[config.mk]
export PLATFORM = sky130hd
export DESIGN_NAME = dsp19x2_fir_sequencer
export DESIGN_NICKNAME = d
export VERILOG_FILES = /design/src/rtl/dsp19x2_fir_pkg.sv /design/src/rtl/dsp19x2_fir_result_fifo.sv /design/src/rtl/dsp19x2_fir_sequencer.sv
export SDC_FILE = /design/constraint.sdc
export NUM_CORES = 1
export LEC_CHECK = 0
export CAP_MARGIN = 20
export CORE_ASPECT_RATIO = 0.8
export CORE_MARGIN = 2
export CORE_UTILIZATION = 57
export CTS_CLUSTER_SIZE = 24
export DETAILED_ROUTE_END_ITERATION = 6
export PLACE_DENSITY = 0.81
export SLEW_MARGIN = 15
export SYNTH_ARGS = -nofsm -noshare
export SYNTH_HDL_FRONTEND = slang
export SYNTH_SLANG_ARGS = --single-unit
[constraint.sdc]
create_clock -name CLK -period 3.7 [get_ports CLK]
set_input_delay 0.74 -clock CLK [delete_from_list [all_inputs] [get_ports CLK]]
set_output_delay 0.74 -clock CLK [all_outputs]
set_load 0.01 [all_outputs]
[src/rtl/dsp19x2_fir_pkg.sv]
// Shared constants and types for the DSP19X2 4-tap dual-lane FIR sequencer.
package dsp19x2_fir_pkg;

    localparam int TAPS = 4;
    localparam int A_W  = 10;
    localparam int B_W  = 9;
    localparam int Z_W  = 19;

    localparam logic [2:0] FB_CLEAR = 3'b001;
    localparam logic [2:0] FB_ACC   = 3'b000;

    typedef enum logic {
        IDLE = 1'b0,
        RUN  = 1'b1
    } state_t;

endpackage

[src/rtl/dsp19x2_fir_result_fifo.sv]
// Result FIFO holding {Z1, Z2} pairs between the DSP pipeline and the output stream.
module dsp19x2_fir_result_fifo
    import dsp19x2_fir_pkg::*;
#(
    parameter int DEPTH = 4,
    parameter int W     = 2 * Z_W,
    localparam int CW   = $clog2(DEPTH + 1),
    localparam int PW   = (DEPTH > 1) ? $clog2(DEPTH) : 1
) (
    input  logic          clk,
    input  logic          rst_n,
    input  logic          push,
    input  logic [W-1:0]  push_data,
    input  logic          pop,
    output logic [W-1:0]  head,
    output logic [CW-1:0] count
);

    logic [W-1:0]  mem [DEPTH];
    logic [PW-1:0] wr_ptr;
    logic [PW-1:0] rd_ptr;
    logic          do_pop;

    assign do_pop = pop && (count != '0);
    assign head   = mem[rd_ptr];

    function automatic logic [PW-1:0] bump(input logic [PW-1:0] p);
        return (p == PW'(DEPTH - 1)) ? '0 : p + 1'b1;
    endfunction

    // Storage, wrapping pointers and occupancy count.
    always_ff @(posedge clk or negedge rst_n) begin
        if (!rst_n) begin
            wr_ptr <= '0;
            rd_ptr <= '0;
            count  <= '0;
            for (int i = 0; i < DEPTH; i++) mem[i] <= '0;
        end else begin
            if (push) begin
                mem[wr_ptr] <= push_data;
                wr_ptr      <= bump(wr_ptr);
            end
            if (do_pop) rd_ptr <= bump(rd_ptr);
            case ({push, do_pop})
                2'b10:   count <= count + 1'b1;
                2'b01:   count <= count - 1'b1;
                default: ;
            endcase
        end
    end

    // Credit accounting upstream must make a push into a full FIFO impossible.
    ast_no_overflow: assert property (@(posedge clk) disable iff (!rst_n)
        !(push && (count == CW'(DEPTH))));

endmodule

[src/rtl/dsp19x2_fir_sequencer.sv]
// Drives a DSP19X2 in multiply-accumulate mode as a 4-tap dual-lane FIR,
// one tap per clock, and buffers results behind a credit-checked FIFO.
module dsp19x2_fir_sequencer
    import dsp19x2_fir_pkg::*;
#(
    parameter int         DSP_LATENCY  = 3,
    parameter int         RESULT_DEPTH = 4,
    parameter logic       UNSIGNED_A_P = 1'b0,
    parameter logic       UNSIGNED_B_P = 1'b0,
    parameter logic [4:0] SHIFT_P      = 5'd0,
    parameter logic       ROUND_P      = 1'b0,
    parameter logic       SATURATE_P   = 1'b0
) (
    input  logic           CLK,
    input  logic           RESET_N,
    input  logic           IN_VALID,
    output logic           IN_READY,
    input  logic [B_W-1:0] IN_B1,
    input  logic [B_W-1:0] IN_B2,
    input  logic           COEF_WE,
    input  logic [1:0]     COEF_ADDR,
    input  logic [A_W-1:0] COEF_DATA1,
    input  logic [A_W-1:0] COEF_DATA2,
    output logic [A_W-1:0] DSP_A1,
    output logic [A_W-1:0] DSP_A2,
    output logic [B_W-1:0] DSP_B1,
    output logic [B_W-1:0] DSP_B2,
    output logic [2:0]     DSP_FEEDBACK,
    output logic           DSP_LOAD_ACC,
    output logic [4:0]     DSP_ACC_FIR,
    output logic           DSP_SUBTRACT,
    output logic           DSP_UNSIGNED_A,
    output logic           DSP_UNSIGNED_B,
    output logic [4:0]     DSP_SHIFT_RIGHT,
    output logic           DSP_ROUND,
    output logic           DSP_SATURATE,
    input  logic [Z_W-1:0] DSP_Z1,
    input  logic [Z_W-1:0] DSP_Z2,
    output logic           OUT_VALID,
    input  logic           OUT_READY,
    output logic [Z_W-1:0] OUT_Z1,
    output logic [Z_W-1:0] OUT_Z2
);

    // state | meaning
    // IDLE  | no tap issued this cycle, DSP_LOAD_ACC low
    // RUN   | tap 'tap' of the current sample is on the DSP inputs

    localparam int CW = $clog2(RESULT_DEPTH + 1);

    state_t               state, state_nxt;
    logic [1:0]           tap, tap_nxt;
    logic                 accept;
    logic                 live;
    logic [A_W-1:0]       coef1 [TAPS];
    logic [A_W-1:0]       coef2 [TAPS];
    logic [B_W-1:0]       d1 [TAPS];
    logic [B_W-1:0]       d2 [TAPS];
    logic [CW-1:0]        inflight;
    logic [CW-1:0]        fifo_count;
    logic [DSP_LATENCY-1:0] marker;
    logic                 marker_in;
    logic                 push;
    logic                 pop;
    logic [2*Z_W-1:0]     head;

    assign DSP_ACC_FIR     = 5'd0;
    assign DSP_SUBTRACT    = 1'b0;
    assign DSP_UNSIGNED_A  = UNSIGNED_A_P;
    assign DSP_UNSIGNED_B  = UNSIGNED_B_P;
    assign DSP_SHIFT_RIGHT = SHIFT_P;
    assign DSP_ROUND       = ROUND_P;
    assign DSP_SATURATE    = SATURATE_P;

    // A freshly started sequencer can take a sample only at a sample boundary
    // and only if a FIFO slot is reserved for every result still in flight.
    assign IN_READY = live && ((state == IDLE) || (tap == 2'(TAPS - 1))) &&
                      (({1'b0, inflight} + {1'b0, fifo_count}) < (CW + 1)'(RESULT_DEPTH));
    assign accept    = IN_VALID && IN_READY;
    assign marker_in = (state == RUN) && (tap == 2'(TAPS - 1));
    assign push      = marker[DSP_LATENCY-1];
    assign OUT_VALID = (fifo_count != '0);
    assign pop       = OUT_VALID && OUT_READY;
    assign OUT_Z1    = head[2*Z_W-1:Z_W];
    assign OUT_Z2    = head[Z_W-1:0];

    // State and tap registers; 'live' keeps IN_READY low through reset.
    always_ff @(posedge CLK or negedge RESET_N) begin
        if (!RESET_N) begin
            state <= IDLE;
            tap   <= '0;
            live  <= 1'b0;
        end else begin
            state <= state_nxt;
            tap   <= tap_nxt;
            live  <= 1'b1;
        end
    end

    // Next state: one tap per cycle, back-to-back samples restart at tap 0.
    always_comb begin
        state_nxt = state;
        tap_nxt   = tap;
        case (state)
            IDLE: begin
                if (accept) begin
                    state_nxt = RUN;
                    tap_nxt   = '0;
                end
            end
            RUN: begin
                if (tap != 2'(TAPS - 1)) begin
                    tap_nxt = tap + 1'b1;
                end else if (accept) begin
                    tap_nxt = '0;
                end else begin
                    state_nxt = IDLE;
                    tap_nxt   = '0;
                end
            end
            default: begin
                state_nxt = IDLE;
                tap_nxt   = '0;
            end
        endcase
    end

    // Registered tap drive; tap 0 takes the sample straight from the input
    // since the delay line shifts on the same edge.
    always_ff @(posedge CLK or negedge RESET_N) begin
        if (!RESET_N) begin
            DSP_A1       <= '0;
            DSP_A2       <= '0;
            DSP_B1       <= '0;
            DSP_B2       <= '0;
            DSP_FEEDBACK <= FB_CLEAR;
            DSP_LOAD_ACC <= 1'b0;
        end else if (state_nxt == RUN) begin
            DSP_A1       <= coef1[tap_nxt];
            DSP_A2       <= coef2[tap_nxt];
            DSP_B1       <= (tap_nxt == '0) ? IN_B1 : d1[tap_nxt];
            DSP_B2       <= (tap_nxt == '0) ? IN_B2 : d2[tap_nxt];
            DSP_FEEDBACK <= (tap_nxt == '0) ? FB_CLEAR : FB_ACC;
            DSP_LOAD_ACC <= 1'b1;
        end else begin
            DSP_FEEDBACK <= FB_CLEAR;
            DSP_LOAD_ACC <= 1'b0;
        end
    end

    // Coefficient bank; writes take effect for the next tap issued.
    always_ff @(posedge CLK or negedge RESET_N) begin
        if (!RESET_N) begin
            for (int i = 0; i < TAPS; i++) begin
                coef1[i] <= '0;
                coef2[i] <= '0;
            end
        end else if (COEF_WE) begin
            coef1[COEF_ADDR] <= COEF_DATA1;
            coef2[COEF_ADDR] <= COEF_DATA2;
        end
    end

    // Per-lane sample delay lines, d[0] newest.
    always_ff @(posedge CLK or negedge RESET_N) begin
        if (!RESET_N) begin
            for (int i = 0; i < TAPS; i++) begin
                d1[i] <= '0;
                d2[i] <= '0;
            end
        end else if (accept) begin
            d1[0] <= IN_B1;
            d2[0] <= IN_B2;
            for (int k = 1; k < TAPS; k++) begin
                d1[k] <= d1[k-1];
                d2[k] <= d2[k-1];
            end
        end
    end

    // Marker pipe tracks each sample's last tap through the DSP latency;
    // inflight counts accepted samples not yet pushed into the FIFO.
    always_ff @(posedge CLK or negedge RESET_N) begin
        if (!RESET_N) begin
            marker   <= '0;
            inflight <= '0;
        end else begin
            marker <= {marker[DSP_LATENCY-2:0], marker_in};
            case ({accept, push})
                2'b10:   inflight <= inflight + 1'b1;
                2'b01:   inflight <= inflight - 1'b1;
                default: ;
            endcase
        end
    end

    dsp19x2_fir_result_fifo #(
        .DEPTH (RESULT_DEPTH),
        .W     (2 * Z_W)
    ) u_result_fifo (
        .clk       (CLK),
        .rst_n     (RESET_N),
        .push      (push),
        .push_data ({DSP_Z1, DSP_Z2}),
        .pop       (pop),
        .head      (head),
        .count     (fifo_count)
    );

endmodule

# Word level (Yosys, flattened, before mapping)
# Index checks and enable logic that the tools add are counted.
# word_totals
reg_bits	363
latch_bits	0
ram_bits	0
mem_bits_ro	0
inputBits	83
out_inout_bits	97
wordCells	112
mem_count	0
# classes
add_sub_neg	8
mul	0
div_mod_pow	0
order_cmp	7
eq_ne	8
shifts	0
mux	37
n_bitwise	5
reduce_logical	13
# ops
operator	count
152-bit bitwise mux	1
38-bit 2-to-1 mux	3
40-bit bitwise mux	2
38-bit binary-select mux with 2-bit select	1
38-bit demux with 2-bit select	1
9-bit 2-to-1 mux	6
10-bit 2-to-1 mux	5
10-bit binary-select mux with 2-bit select	2
9-bit binary-select mux with 2-bit select	2
10-bit demux with 2-bit select	1
3-bit greater-or-equal comparator (second input constant)	4
2-bit NOT with 3-bit output	4
3-bit case mux with 2 select lines	2
2-bit == test (second input constant)	5
1-bit logical AND	8
2-bit 2-to-1 mux	4
2-bit by 1-bit adder with 2-bit output (second input constant)	3
3-bit by 1-bit adder with 3-bit output (second input constant)	2
3-bit by 1-bit less-than comparator with 1-bit output (second input constant)	2
3-bit by 1-bit subtractor with 3-bit output (second input constant)	2
1-bit 2-to-1 mux	5
3-bit by 3-bit adder with 4-bit output	1
2-bit by 1-bit == test with 1-bit output (second input constant)	2
4-bit by 3-bit less-than comparator with 1-bit output (second input constant)	1
other kinds (8)	9

# Longest topological paths before layout
# logic_depth
depth_word	12
ltp_mapped	12

# Cells and area by module
# Synthesis repeated with hierarchy kept, for this count alone.
# unflattened
cells_unflattened	1055
hier_area_um2	16158.0
# by_module_without_submodules
module	instances	cells_per_inst	area_each_um2
dsp19x2_fir_sequencer	1	650	8867.3
dsp19x2_fir_result_fifo	1	405	7290.7

# Worst setup path after synthesis
# Ideal clock, no wire load.
# synth_timing
path_type	reg2reg
from	register inflight[2]
to	register inflight[1]
setup_ps	83
arrival_ps	2917
required_time_ps	3617
slack_ps	701
stages_incl_launch_ff	11
path_buffers	3
period_less_slack_ps	2999
path_cell_list	dfrtp_1 -> ha_1 -> or4b_4 -> buf_6 -> or4_4 -> buf_8 -> buf_12 -> ha_1 -> inv_1 -> fa_1 -> o21ai_0
# synth_via
elab_chain_cells	6
word_cells_on_any_way	8
classes_between	add/sub (1); order compare (1); eq/ne (2); mux (1); reduce/logical (3)
# synth_lines
item	line_no	text
start, declared	dsp19x2_fir_sequencer.sv:59	logic [CW-1:0] inflight;
start signal, assigned	dsp19x2_fir_sequencer.sv:190	2'b10: inflight <= inflight + 1'b1;
start signal, assigned	dsp19x2_fir_sequencer.sv:191	2'b01: inflight <= inflight - 1'b1;
3-bit by 3-bit adder with 4-bit output (*)	dsp19x2_fir_sequencer.sv:78	(({1'b0, inflight} + {1'b0, fifo_count}) < (CW + 1)'(RESULT_DEPTH));
4-bit by 3-bit less-than comparator with 1-bit output (*)	dsp19x2_fir_sequencer.sv:78	
1-bit logical AND (*)	dsp19x2_fir_sequencer.sv:77	assign IN_READY = live && ((state == IDLE) || (tap == 2'(TAPS - 1))) &&
1-bit logical AND (*)	dsp19x2_fir_sequencer.sv:79	assign accept = IN_VALID && IN_READY;
2-bit by 1-bit == test with 1-bit output / 2-bit == test (equally long branches)	dsp19x2_fir_sequencer.sv:189	case ({accept, push})
3-bit case mux with 2 select lines / 2-bit nonzero test (equally long branches)	--	
# Every way passes the cells marked *; elsewhere a longest branch is shown, timed or not.
# A chain may end at the register's enable or synchronous reset.

# Worst setup path in the final report
# layout_timing
from	register inflight[2]
to	output port IN_READY
# layout_via
elab_chain_cells	3
# layout_lines
item	line_no	text
3-bit by 3-bit adder with 4-bit output	dsp19x2_fir_sequencer.sv:78	
4-bit by 3-bit less-than comparator with 1-bit output	dsp19x2_fir_sequencer.sv:78	
1-bit logical AND	dsp19x2_fir_sequencer.sv:77	
end, declared	dsp19x2_fir_sequencer.sv:17	output logic IN_READY,
# No other way between the ends.

==> flow_summary.yaml <==
status:
  status: "completed"
setup_path:
  crit_path_max_fanout: 6
  cp_slowest_cell: "or4b_4"
  cp_num_cells: 4
  crit_type: "register to output port"
  critical_path_required_ns: 2.96
  rr_worst_depth: 7
  r2r_start: "inflight[2]"
  critPathLaunchType: "register"
  crit_buf_inv: 1
  crit_start: "inflight[2]"
  critPathCaptureType: "output port"
  cp_top_family: "simple AND/OR/NAND/NOR gates"
  path_cells: "ha_1, or4b_4, nor3_1, clkdlybuf4s50_1"
  max_stage_delay_ns: 0.60
  arrival_ns: 2.64
logic_synthesis:
  synth-xor-area-share_pct: 0.327
  synth_top_family_by_area: "multiplexers"
  yosysMostFrequentCell: "dfrtp_1"
  yosys-top-cells-count: "dfrtp_1 (359), mux2_2 (237), mux2_4 (69)"
  synthArstFlopShare_pct: 100
  avgSynthCellArea_um2: 14.6
  ys.flop_type: "dfrtp_1"
  synth_mux_area_share_pct: 29.7
  syn_inst: 1096
  synth-compound-area-share_pct: 4.55
  ys_types: 44
  synthTopCellsByArea: "dfrtp_1 (56%), mux2_2 (17%), mux2_4 (6.5%), mux4_2 (5.3%), a211oi_1 (3.0%)"
  syn_area_um2: 16000
  ys_ff_latch: 360
  synth_edf_count: 0
  yosysWarningCount: 0
  ys_seq_area_share_pct: 56.1
  yosysTopAreaCell: "dfrtp_1"
  synth-simple-area-share_pct: 4.41
  synthAdderAreaFrac_pct: 1.03
  netlist.area_leader.share_pct: 56.0
sta:
  rsz0062_at_grt: "no"
  slew_viol_final: 0
  max_freq_ghz: 0.296
  setup_viol: 0
  layout_min_cycle_time_ns: 3.38
  fin_skew_ns: 0.0212
  hold_viol: 0
  fin_crit_sh_pct: 91.3
  slew-limit-headroom_pct: 50.8
  worst_slack_ns: 0.322
  finalSetupTns_ns: 0
  worst_pin_slew_ns: 0.739
clock_network:
  clk_latency_ns: 0.53
  cts_root_buf: "clkbuf_16"
  cts_max_level: 2
  ctsHoldBuffers: 0
  cts.sinks: 360
  clk_pin_slew_ns: 0.06
  cts_resized: 0
  cts_tree: "built"
  cts_buffers: 37
  post-cts-setup-buffers: 0
  cts_buffer_depth: 3
grt:
  grt_max_degree: 96
  grtUsageTotal_pct: 23.7
  grt_pass1_wl_um: 55200
  grt_overflow: 0
  grt_pass1_vias: 10200
  antenna_found_initial: 0
finish:
  nNetsFinal: 1355
  final_cells: 1648
  synthToLayoutAreaGrowth_pct: 19.7
  fin_util_pct: 69.9
  num_antenna_cells: 0
  drive_above_1_share_pct: 35.1
drt:
  drc_errors: 0
  vias_per_cell: 5.77
  dr_total_vias: 9508
  drt-initial-drc-count: 509
  firstDrtPassIters: 4
  finalWirelength_um: 34000
  drtAntennaViolNets: 0
  wl_per_cell_um: 20.6
place:
  hpwlAfterDp_um: 20800
  place_inst: 1583
  post-place-ws_ns: 0.531
  io_buffers: 162
  routabilityCongestion: 0.779
floorplanning:
  initial_core_util_pct: 58.4
  die_area_um2: 29500
  die_w_um: 192
  fp.dieH_um: 154
  io-pin-count: 180
  core.rowCount: 54
  core_area_um2: 27500
power_and_ir_drop:
  ir_drop_mv: 0.724
  switching_share_pct: 32.5
  p_seq_share_pct: 37.8
  p_switching_mw: 5.68
  power.internal_mw: 11.8
  leakagePower_nw: 8.46
  p_clk_share_pct: 21.2
  p_comb_share_pct: 41.0
  powerDensity_nw_per_um2: 910
worst_hold_path:
  hp-class: "input pin to asynchronous set/reset pin"
run:
  drv_cap: 0
## routing by layer
| metal | track usage (%) | part of all wire, % | vias up |
|---|---|---|---|
| met5 | 0 | 0 | - |
| met4 | 5.90 | 1.8 | 0 |
| met3 | 4.43 | 5.2 | 54 |
| met2 | 37.3 | 47 | 224 |
| met1 | 34.4 | 46 | 4956 |
| li1 | - | - | 4274 |
## layout by cell type (no fill, tap or decap), types with 5 or more instances in the layout
cell type and instances:
nand4_1 12, nor2_1 60, mux2_4 69, dfrtp_1 358, and3_1 19, clkdlybuf4s50_1 161, clkbuf_16 38, clkbuf_8 5
a21oi_1 18, mux4_2 38, clkbuf_1 8, inv_1 11, o31ai_1 12, nand2_1 33, ha_1 10, conb_1 18
buf_4 29, clkinv_2 7, buf_12 5, mux2i_1 21, mux2_2 237, a211oi_1 64
## sequential cells by signal (all words and copies together) (netlist names), 3 cells and up
name / cells
u_result_fifo.mem: 152
coef1: 40
coef2: 40
d1: 36
d2: 36
DSP_A1: 10
DSP_A2: 10
DSP_B1: 9
DSP_B2: 9
inflight: 3
marker: 3
u_result_fifo.count: 3
## metrics by stage
| stage | power [mW] | hold WS (ns) | instance area, µm² |
|---|---|---|---|
| detailed placement | 13.8 | 0.345 | 18000 |
| CTS | 17.6 | 0.270 | 19200 |
| floorplan | 11.1 | 0.331 | 16100 |
| global placement | 13.5 | 0.334 | 18000 |
| global route | 18.5 | 0.307 | 19200 |
| finish | 17.5 | 0.262 | 19200 |
## cell families after synthesis
family,after synthesis
buffers and inverters,101
muxes,365
and+or+nand+nor,146
AOI/OAI and AO/OA,104
adders and majority gates,12
other,2
DFF,360
xor gates and xnor gates,6
## final timing paths
check / endpoint / slack (ns)
max in group asynchronous: u_result_fifo.mem[101] / 2.44
hold reg to reg: marker[2] / 0.35
setup reg to reg: inflight[1] / 0.67
min in group CLK: marker[2] / 0.35
setup / recovery: IN_READY / 0.32
hold / removal: d2[26] / 0.26
## final cells by class
class	count	area, µm²
fill	1889	8290
multi-input combinational	651	6520
inverter	13	48.8
clock buffer	51	1050
sequential	360	9010
clock inverter	12	149
timing repair buffer	197	1970
tap	364	455
## power groups by stage
stage	combinational, mW	clock (mW)	sequential, mW
3_3_place_gp	6.96	0	6.56
4_1_cts	7.21	3.77	6.61
2_1_floorplan	4.75	0	6.39
6_report	7.17	3.70	6.61
5_1_grt	7.73	3.93	6.80
3_5_place_dp	7.18	0	6.63
Power figures use the tool's default switching activity.
